### config.mk
export PLATFORM = sky130hd
export DESIGN_NAME = reg_writeback_seq
export DESIGN_NICKNAME = d
export VERILOG_FILES = /design/src/rtl/cpu_wb_pkg.sv /design/src/rtl/wb_fifo.sv /design/src/rtl/reg_writeback_seq.sv
export SDC_FILE = /design/constraint.sdc
export NUM_CORES = 1
export LEC_CHECK = 0
export ABC_AREA = 1
export ABC_CLOCK_PERIOD_IN_PS = 6800
export CAP_MARGIN = 5
export CORE_MARGIN = 2
export CORE_UTILIZATION = 60
export CTS_CLUSTER_DIAMETER = 150
export DETAILED_ROUTE_END_ITERATION = 8
export HOLD_SLACK_MARGIN = 0.06
export PLACE_DENSITY = 0.84
export SYNTH_ARGS = -nofsm -noshare
export SYNTH_HDL_FRONTEND = slang
export SYNTH_SLANG_ARGS = --single-unit
### constraint.sdc
create_clock -name clk -period 6.8 [get_ports clk]
set_input_delay 1.7 -clock clk [delete_from_list [all_inputs] [get_ports clk]]
set_output_delay 1.7 -clock clk [all_outputs]
set_load 0.05 [all_outputs]
### src/rtl/cpu_wb_pkg.sv
// rtl/cpu_wb_pkg.sv - destination codes and strobe decode shared by the register writeback path
package cpu_wb_pkg;

  localparam int DST_W          = 2;
  localparam int DATA_W_DEFAULT = 16;

  typedef enum logic [DST_W-1:0] {
    DST_A    = 2'd0,
    DST_B    = 2'd1,
    DST_AB   = 2'd2,
    DST_NONE = 2'd3
  } dst_e;

  // Returns {load_a, load_b} for a destination code.
  function automatic logic [1:0] dst_loads(input logic [DST_W-1:0] dst);
    logic [1:0] loads;
    loads = 2'b00;
    case (dst)
      DST_A:   loads = 2'b10;
      DST_B:   loads = 2'b01;
      DST_AB:  loads = 2'b11;
      default: loads = 2'b00;
    endcase
    return loads;
  endfunction

endpackage

### src/rtl/wb_fifo.sv
// rtl/wb_fifo.sv - synchronous FIFO with flush and occupancy level for the writeback queue
module wb_fifo #(
  parameter int W     = 18,
  parameter int DEPTH = 4,
  parameter int CNT_W = 3
) (
  input  logic             clk,
  input  logic             rst_n,
  input  logic             push,
  input  logic [W-1:0]     push_data,
  input  logic             pop,
  input  logic             flush,
  output logic [W-1:0]     head_data,
  output logic [CNT_W-1:0] level
);

  localparam int AW = (DEPTH > 1) ? $clog2(DEPTH) : 1;

  logic [W-1:0]  mem [DEPTH];
  logic [AW-1:0] wr_ptr;
  logic [AW-1:0] rd_ptr;

  // Storage is not reset; callers never push during reset or flush.
  always_ff @(posedge clk) begin
    if (push) begin
      mem[wr_ptr] <= push_data;
    end
  end

  // DEPTH is a power of two, so pointers wrap naturally at AW bits.
  always_ff @(posedge clk) begin
    if (!rst_n || flush) begin
      wr_ptr <= '0;
      rd_ptr <= '0;
      level  <= '0;
    end else begin
      if (push) wr_ptr <= wr_ptr + 1'b1;
      if (pop)  rd_ptr <= rd_ptr + 1'b1;
      case ({push, pop})
        2'b10:   level <= level + 1'b1;
        2'b01:   level <= level - 1'b1;
        default: level <= level;
      endcase
    end
  end

  assign head_data = mem[rd_ptr];

endmodule

### src/rtl/reg_writeback_seq.sv
// rtl/reg_writeback_seq.sv - buffered register writeback sequencer; WB_BYPASS_EN enables empty-queue bypass
module reg_writeback_seq
  import cpu_wb_pkg::*;
#(
  parameter int DATA_W = DATA_W_DEFAULT,
  parameter int DEPTH  = 4,
  parameter int CNT_W  = 3
) (
  input  logic              clk,
  input  logic              rst_n,
  input  logic              res_valid,
  output logic              res_ready,
  input  logic [DATA_W-1:0] res_data,
  input  logic [DST_W-1:0]  res_dst,
  input  logic              stall,
  input  logic              flush,
  output logic              load_a,
  output logic              load_b,
  output logic [DATA_W-1:0] data_out,
  output logic [CNT_W-1:0]  level
);

  localparam int EW = DST_W + DATA_W;

  logic              accept;
  logic              pop;
  logic              bypass;
  logic              fifo_push;
  logic [EW-1:0]     head;
  logic [DST_W-1:0]  head_dst;
  logic [DATA_W-1:0] head_data;

  assign res_ready = rst_n && (level != CNT_W'(DEPTH));
  // A result offered during flush is acknowledged but dropped.
  assign accept    = res_valid && res_ready && !flush;
  assign pop       = (level != '0) && !stall && !flush;

`ifdef WB_BYPASS_EN
  assign bypass    = accept && (level == '0) && !stall;
`else
  assign bypass    = 1'b0;
`endif

  assign fifo_push = accept && !bypass;
  assign {head_dst, head_data} = head;

  wb_fifo #(
    .W     (EW),
    .DEPTH (DEPTH),
    .CNT_W (CNT_W)
  ) u_fifo (
    .clk       (clk),
    .rst_n     (rst_n),
    .push      (fifo_push),
    .push_data ({res_dst, res_data}),
    .pop       (pop),
    .flush     (flush),
    .head_data (head),
    .level     (level)
  );

  // A discarded (NONE) entry still consumes a slot but leaves data_out untouched.
  always_ff @(posedge clk) begin
    if (!rst_n) begin
      load_a   <= 1'b0;
      load_b   <= 1'b0;
      data_out <= '0;
    end else if (pop) begin
      {load_a, load_b} <= dst_loads(head_dst);
      if (head_dst != DST_NONE) data_out <= head_data;
    end else if (bypass) begin
      {load_a, load_b} <= dst_loads(res_dst);
      if (res_dst != DST_NONE) data_out <= res_data;
    end else begin
      load_a <= 1'b0;
      load_b <= 1'b0;
    end
  end

endmodule

==> results.txt, run 1 <==
Final Skew = 0.00812 ns
row cnt = 30
reg-to-reg slack, setup = 4.44 ns
final net count = 530
top cell type by total area after synthesis = edfxtp_1
GRT Total Usage = 21.3%
critical-path cell list = clkdlybuf4s50_1, and2_1, clkdlybuf4s50_1
final setup fails = 0
Gate Count Post-Synth = 455
Max stage delay on crit path = 0.88 ns
DR WL/cell = 12.6 um
VDD IR-drop max = 0.126 mV
period utilization = 77.8%
proportion of layout cells with a drive suffix above 1 = 5.16%
unrepaired setup endpoints after global routing = false
post-CTS setup buffers = 0
Net Count, Synth = 485
CTS buffer count = 9
post-route cell area = 4960 sq um
port bufs = 44
antenna fix cells = 0
Hold Path End = u_fifo.rd_ptr[1]
Synth Area per Inst = 9.42 sq um
Synth area leaders = edfxtp_1 50%, dfxtp_1 13%, nand2_1 11%
f_max = 189 MHz
Post-Route Utilization = 72.2%
Setup TNS = 0 ns
Max-Cap Viols = 0
Cell Count, Final, Fillers Out = 600
Detailed Place HPWL = 4.72 mm
pin count of the biggest net entering global routing = 38
clock sink count = 99
ys flop type = edfxtp_1
Reg2Reg Depth = 9
CP Capture Type = output pin
die outline width = 88.5 um
crit-path max FO = 19
TritonRoute pass-1 iters = 4
drt drc = 0
Fill cells = 497
first-pass GRT wire length = 12.3 mm
Synth top cells by count = 128 x nand2_1, 100 x inv_1, 72 x edfxtp_1, 52 x nor2_1, 34 x nand3_1
total grt overflow = 0
final wirelength = 7.55 mm
count leader, synth = nand2_1
hold wc startpoint = u_fifo.rd_ptr[1]
Syn Std Cell Area = 4290 sq um
die area = 7830 sq um
initial antenna violation count = 0
core area = 6870 sq um
Least-Margin Pin Slew = 0.796 ns
hold_buf cts = 0
htree depth = 3
DR iter-0 viols = 239
placer congestion estimate = 0.752
sequential element share of the synthesized area = 63.1%
yosys warns = 0
Antenna Nets Post-Route = 0
hold depth = 2
Hold Crit Class = register to register
P_leak = 2.21 nW
clk_lat worst skew = 0.35 ns
post-cts sizing count = 0
Vias per Instance = 4.69
most frequent CP cell = clkdlybuf4s50_1
Cell Count Post-Placement = 585
Unique masters post-synth = 20
outcome = complete, no violations
die height = 88.5 um
CTS root buffer = clkbuf_8
Critical Path AT = 3.59 ns
Hold Fails Final Rpt = 0
Top Ports = 45
DP Area = 4750 sq um
vias in the first global route = 2619
Power Total = 0.00110 W
PwrDens = 223 nW/um^2
Area Overhead vs Synth = 15.7%
post-synth top area share = 50.5%
EDFF count, synth = 72
clk buf depth = 2
Worst-path clk slew = 0.09 ns
CTS tree = yes
CP Class = primary input to output pin
#FFs+latches synth = 99
Worst EP required = 5.10 ns
via count = 2811
reg-to-reg endpoint = data_out[1]
Async SR Flop Fraction = 0%
slowest library cell on the worst path = clkdlybuf4s50_1
Starting Density = 62.4%
crit path time final = 5.29 ns
Slew Limit Headroom = 46.9%
CP Launch Type = primary input
Final Slew Violations = 0
## per-stage QoR
stage,worst slack [ns],hold WS [ns]
detailed placement,1.52,0.493
CTS,1.51,0.513
global route,1.41,0.535
finish,1.51,0.509
floorplan,2.81,0.461
global placement,1.52,0.489
## layout by cell type, fill, tap and decap left out, types with 2 or more instances in the layout
master / n
clkbuf_8: 9
a21oi_1: 3
clkdlybuf4s50_1: 44
bufinv_16: 2
inv_1: 100
dfxtp_1: 27
inv_4: 2
nand2_1: 128
nor2_2: 2
o21ai_2: 2
ha_1: 6
edfxtp_1: 72
nor2_1: 52
o21ai_0: 7
nand3_1: 34
clkinvlp_4: 2
buf_4: 5
## metal layers
metal | vias to the layer above | wire (um) | GRT usage [%]
met5 | - | 0 | 0
met1 | 1238 | 3340 | 28.4
met4 | 0 | 179 | 11.4
met3 | 14 | 416 | 3.54
li1 | 1472 | - | -
met2 | 87 | 3610 | 33.8
## critical path, delay by kind of cell
kind | cells | cell delay (ns)
buf+inv | 2 | 1.67
simple gates | 1 | 0.21
## state kept, by name, indices dropped and copies added (netlist names), named ones only
register and flops:
u_fifo.level 3, u_fifo.mem 72, u_fifo.wr_ptr 2, u_fifo.rd_ptr 2
load_b 1, load_a 1, data_out 16
## worst max path at each step
stage	from	end	slack, ns
2_1_floorplan	rst_n	res_ready	2.81
3_3_place_gp	rst_n	res_ready	1.52
3_5_place_dp	rst_n	res_ready	1.52
4_1_cts	rst_n	res_ready	1.51
5_1_grt	rst_n	res_ready	1.41
6_report	rst_n	res_ready	1.51
## layout make-up
| cell class | count | area [sq um] | share of cell area, % |
|---|---|---|---|
| multi-input combinational | 239 | 1060 | 21.4 |
| timing repair buffer | 49 | 478 | 9.64 |
| inverter | 102 | 388 | 7.82 |
| tap | 96 | 120 | 2.42 |
| sequential | 99 | 2700 | 54.5 |
| clock inverter | 5 | 78.8 | 1.59 |
| clock buffer | 10 | 128 | 2.57 |
## report_power, final
| part | total, W | switching [W] | leakage [nW] | internal (W) |
|---|---|---|---|---|
| Combinational | 0.0000584 | 0.0000349 | 1.25 | 0.0000235 |
| Clock | 0.000390 | 0.000186 | 0.0960 | 0.000204 |
| Sequential | 0.000656 | 0.00000283 | 0.869 | 0.000654 |
| Total | 0.00110 | 0.000224 | 2.21 | 0.000881 |
## logic make-up after synthesis
kind of cell    share of synthesized area, %
simple gates                            20.8
buf+inv                                 12.1
flops                                   63.1
compound gates                          1.72
fa+ha+maj                               2.22
No activity file was read; power rests on OpenSTA's default activity.
==> inputs of run 2 (changes only) <==
Settings changed: ABC_CLOCK_PERIOD_IN_PS 6800 to 5170, CORE_UTILIZATION 60 to 56, PLACE_DENSITY 0.84 to 0.79.
Clock period 6.8 ns to 5.17 ns, I/O delays scaled along.
==> results.txt, run 2 (same netlist as run 1, synthesis figures left out) <==
outcome = complete, no violations
post-route cell area = 5030 sq um (+1.5%)
die area = 8370 sq um (+6.8%)
Vias per Instance = 4.68 (about the same)
Hold Path End = u_fifo.rd_ptr[1]
hold depth = 2 (unchanged)
crit path time final = 4.20 ns
unrepaired setup endpoints after global routing = false
die height = 91.5 um (+3.4%)
f_max = 238 MHz
post-cts sizing count = 0 (unchanged)
DR iter-0 viols = 209 (-13%)
Cell Count Post-Placement = 589 (+0.68%)
vias in the first global route = 2617 (-0.076%)
Reg2Reg Depth = 8 (-1)
Switching Fraction = 20.1% (-0.18 points)
most common cell after layout, fill and taps aside = nand2_1
DR WL/cell = 12.4 um (-1.8%)
final wirelength = 7.48 mm (-0.94%)
biggest regs = u_fifo.mem (72), data_out (16), u_fifo.level (3)
Biggest register = u_fifo.mem
placer congestion estimate = 0.789 (+5.0%)
Detailed Place HPWL = 4.72 mm (about the same)
drt drc = 0 (unchanged)
slowest library cell on the worst path = clkdlybuf4s50_1
Int Pwr = 0.00127 W (+44%)
TritonRoute pass-1 iters = 5 (+1)
final setup margin = 0.972 ns (-0.538 ns)
VDD IR-drop max = 0.176 mV (+40%)
reg-to-reg slack, setup = 2.84 ns (-1.60 ns)
Final Skew = 0.0122 ns (+0.00405 ns)
Hold Crit Class = register to register
clock sink count = 99 (unchanged)
CTS buffer count = 9 (unchanged)
final net count = 531 (+0.19%)
Cell Count, Final, Fillers Out = 605 (+0.83%)
Logic pwr share = 4.9% (-0.4 points)
critical-path cell list = clkdlybuf4s50_1, buf_4, and2_1, clkdlybuf4s50_1
Worst EP required = 3.88 ns (-1.22 ns)
Starting Density = 58.5% (-3.9 points)
Final Slew Violations = 0 (unchanged)
initial antenna violation count = 0 (unchanged)
port bufs = 44 (unchanged)
PwrDens = 315 nW/um^2 (+41%)
Max-Cap Viols = 0 (unchanged)
Place WS = 0.977 ns (-0.541 ns)
CTS tree = yes
sequential power share = 54.5% (-4.9 points)
Net Sw Power = 0.000318 W (+42%)
CP Class = primary input to output pin
row cnt = 31 (+3.3%)
P_leak = 2.25 nW (+2.0%)
Max stage delay on crit path = 0.79 ns (-0.09 ns)
hold_buf cts = 0 (unchanged)
die outline width = 91.5 um (+3.4%)
Clock Power Share = 40.6% (+5.3 points)
DP Area = 4760 sq um (+0.24%)
proportion of layout cells with a drive suffix above 1 = 5.93% (+0.77 points)
via count = 2834 (+0.82%)
total grt overflow = 0 (unchanged)
Slew Limit Headroom = 47.3% (+0.40 points)
clk_lat worst skew = 0.36 ns (about the same)
Hold Fails Final Rpt = 0 (unchanged)
Fill cells = 525 (+5.6%)
CP Capture Type = output pin
Antenna Nets Post-Route = 0 (unchanged)
period utilization = 81.2%
pin count of the biggest net entering global routing = 38 (unchanged)
final setup fails = 0 (unchanged)
Least-Margin Pin Slew = 0.790 ns (-0.00598 ns)
CTS root buffer = clkbuf_8
htree depth = 3 (unchanged)
core area = 7330 sq um (+6.7%)
CP Launch Type = primary input
post-CTS setup buffers = 0 (unchanged)
antenna fix cells = 0 (unchanged)
Top Ports = 45 (unchanged)
Area Overhead vs Synth = 17.4%
crit-path max FO = 19 (unchanged)
most frequent CP cell = clkdlybuf4s50_1
most frequent cells in the layout = 128 x nand2_1, 100 x inv_1, 72 x edfxtp_1
hold wc startpoint = u_fifo.rd_ptr[1]
reg-to-reg endpoint = data_out[15]
Setup TNS = 0 ns (unchanged)
GRT Total Usage = 18.7% (-2.6 points)
Worst-path clk slew = 0.10 ns (about the same)
Critical Path AT = 2.91 ns (-0.68 ns)
first-pass GRT wire length = 12.0 mm (-2.2%)
clk buf depth = 2 (unchanged)
max FFs per register = 72 (unchanged)
run 2: cell count changes in the layout (fill, tap and decap cells not counted), sizes merged:
cell | before | now
inv | 102 | 105
bufinv | 2 | 4
clkinvlp | 2 | 0
buf | 5 | 6
clkbuf | 10 | 9
clkinv | 1 | 0
run 2: power groups by stage:
stage | combinational [W] | clock (W) | sequential (W)
6_report | 0.0000769 | 0.000644 | 0.000864
2_1_floorplan | 0.0000314 | 0 | 0.000891
3_3_place_gp | 0.0000747 | 0 | 0.000881
5_1_grt | 0.0000845 | 0.000679 | 0.000865
3_5_place_dp | 0.0000768 | 0 | 0.000882
4_1_cts | 0.0000775 | 0.000649 | 0.000864
run 2: how the worst max path moves through the flow:
stage	from	end	slack, ns	depth (start not counted)
finish	rst_n	res_ready	0.97	4
global route	rst_n	res_ready	0.93	4
CTS	rst_n	res_ready	0.97	4
detailed placement	rst_n	res_ready	0.98	4
global placement	rst_n	res_ready	0.97	4
floorplan	rst_n	res_ready	1.99	2
run 2: layer usage:
metal	global-route usage, %	part of all wire, %	up-vias
met5	0	0	-
met4	8.96	1.8	0
met3	3.07	5.6	12
met2	30.8	49	89
met1	24.3	44	1255
li1	-	-	1478
run 2: critical path: cells and delay by family:
family	cells	cell delay (ns)
buf+inv	3	1.47
simple gates	1	0.15
run 2: final cells by class:
class	instances	area [sq um]	share of cell area (%)
Clock inverter	7	146	2.91
Inverter	102	388	7.71
Clock buffer	9	124	2.46
Tap cell	99	124	2.46
Sequential cell	99	2700	53.7
Timing Repair Buffer	50	485	9.65
Multi-Input combinational cell	239	1060	21.1
run 2: through the flow:
step / hold WS, ns / total power [W] / util [%]
final: 0.508 / 0.00158 / 68.6
after CTS: 0.506 / 0.00159 / 68.6
after detailed placement: 0.489 / 0.000959 / 65.0
after floorplan: 0.461 / 0.000923 / -
after global placement: 0.490 / 0.000956 / 65.0
after global routing: 0.554 / 0.00163 / 68.6
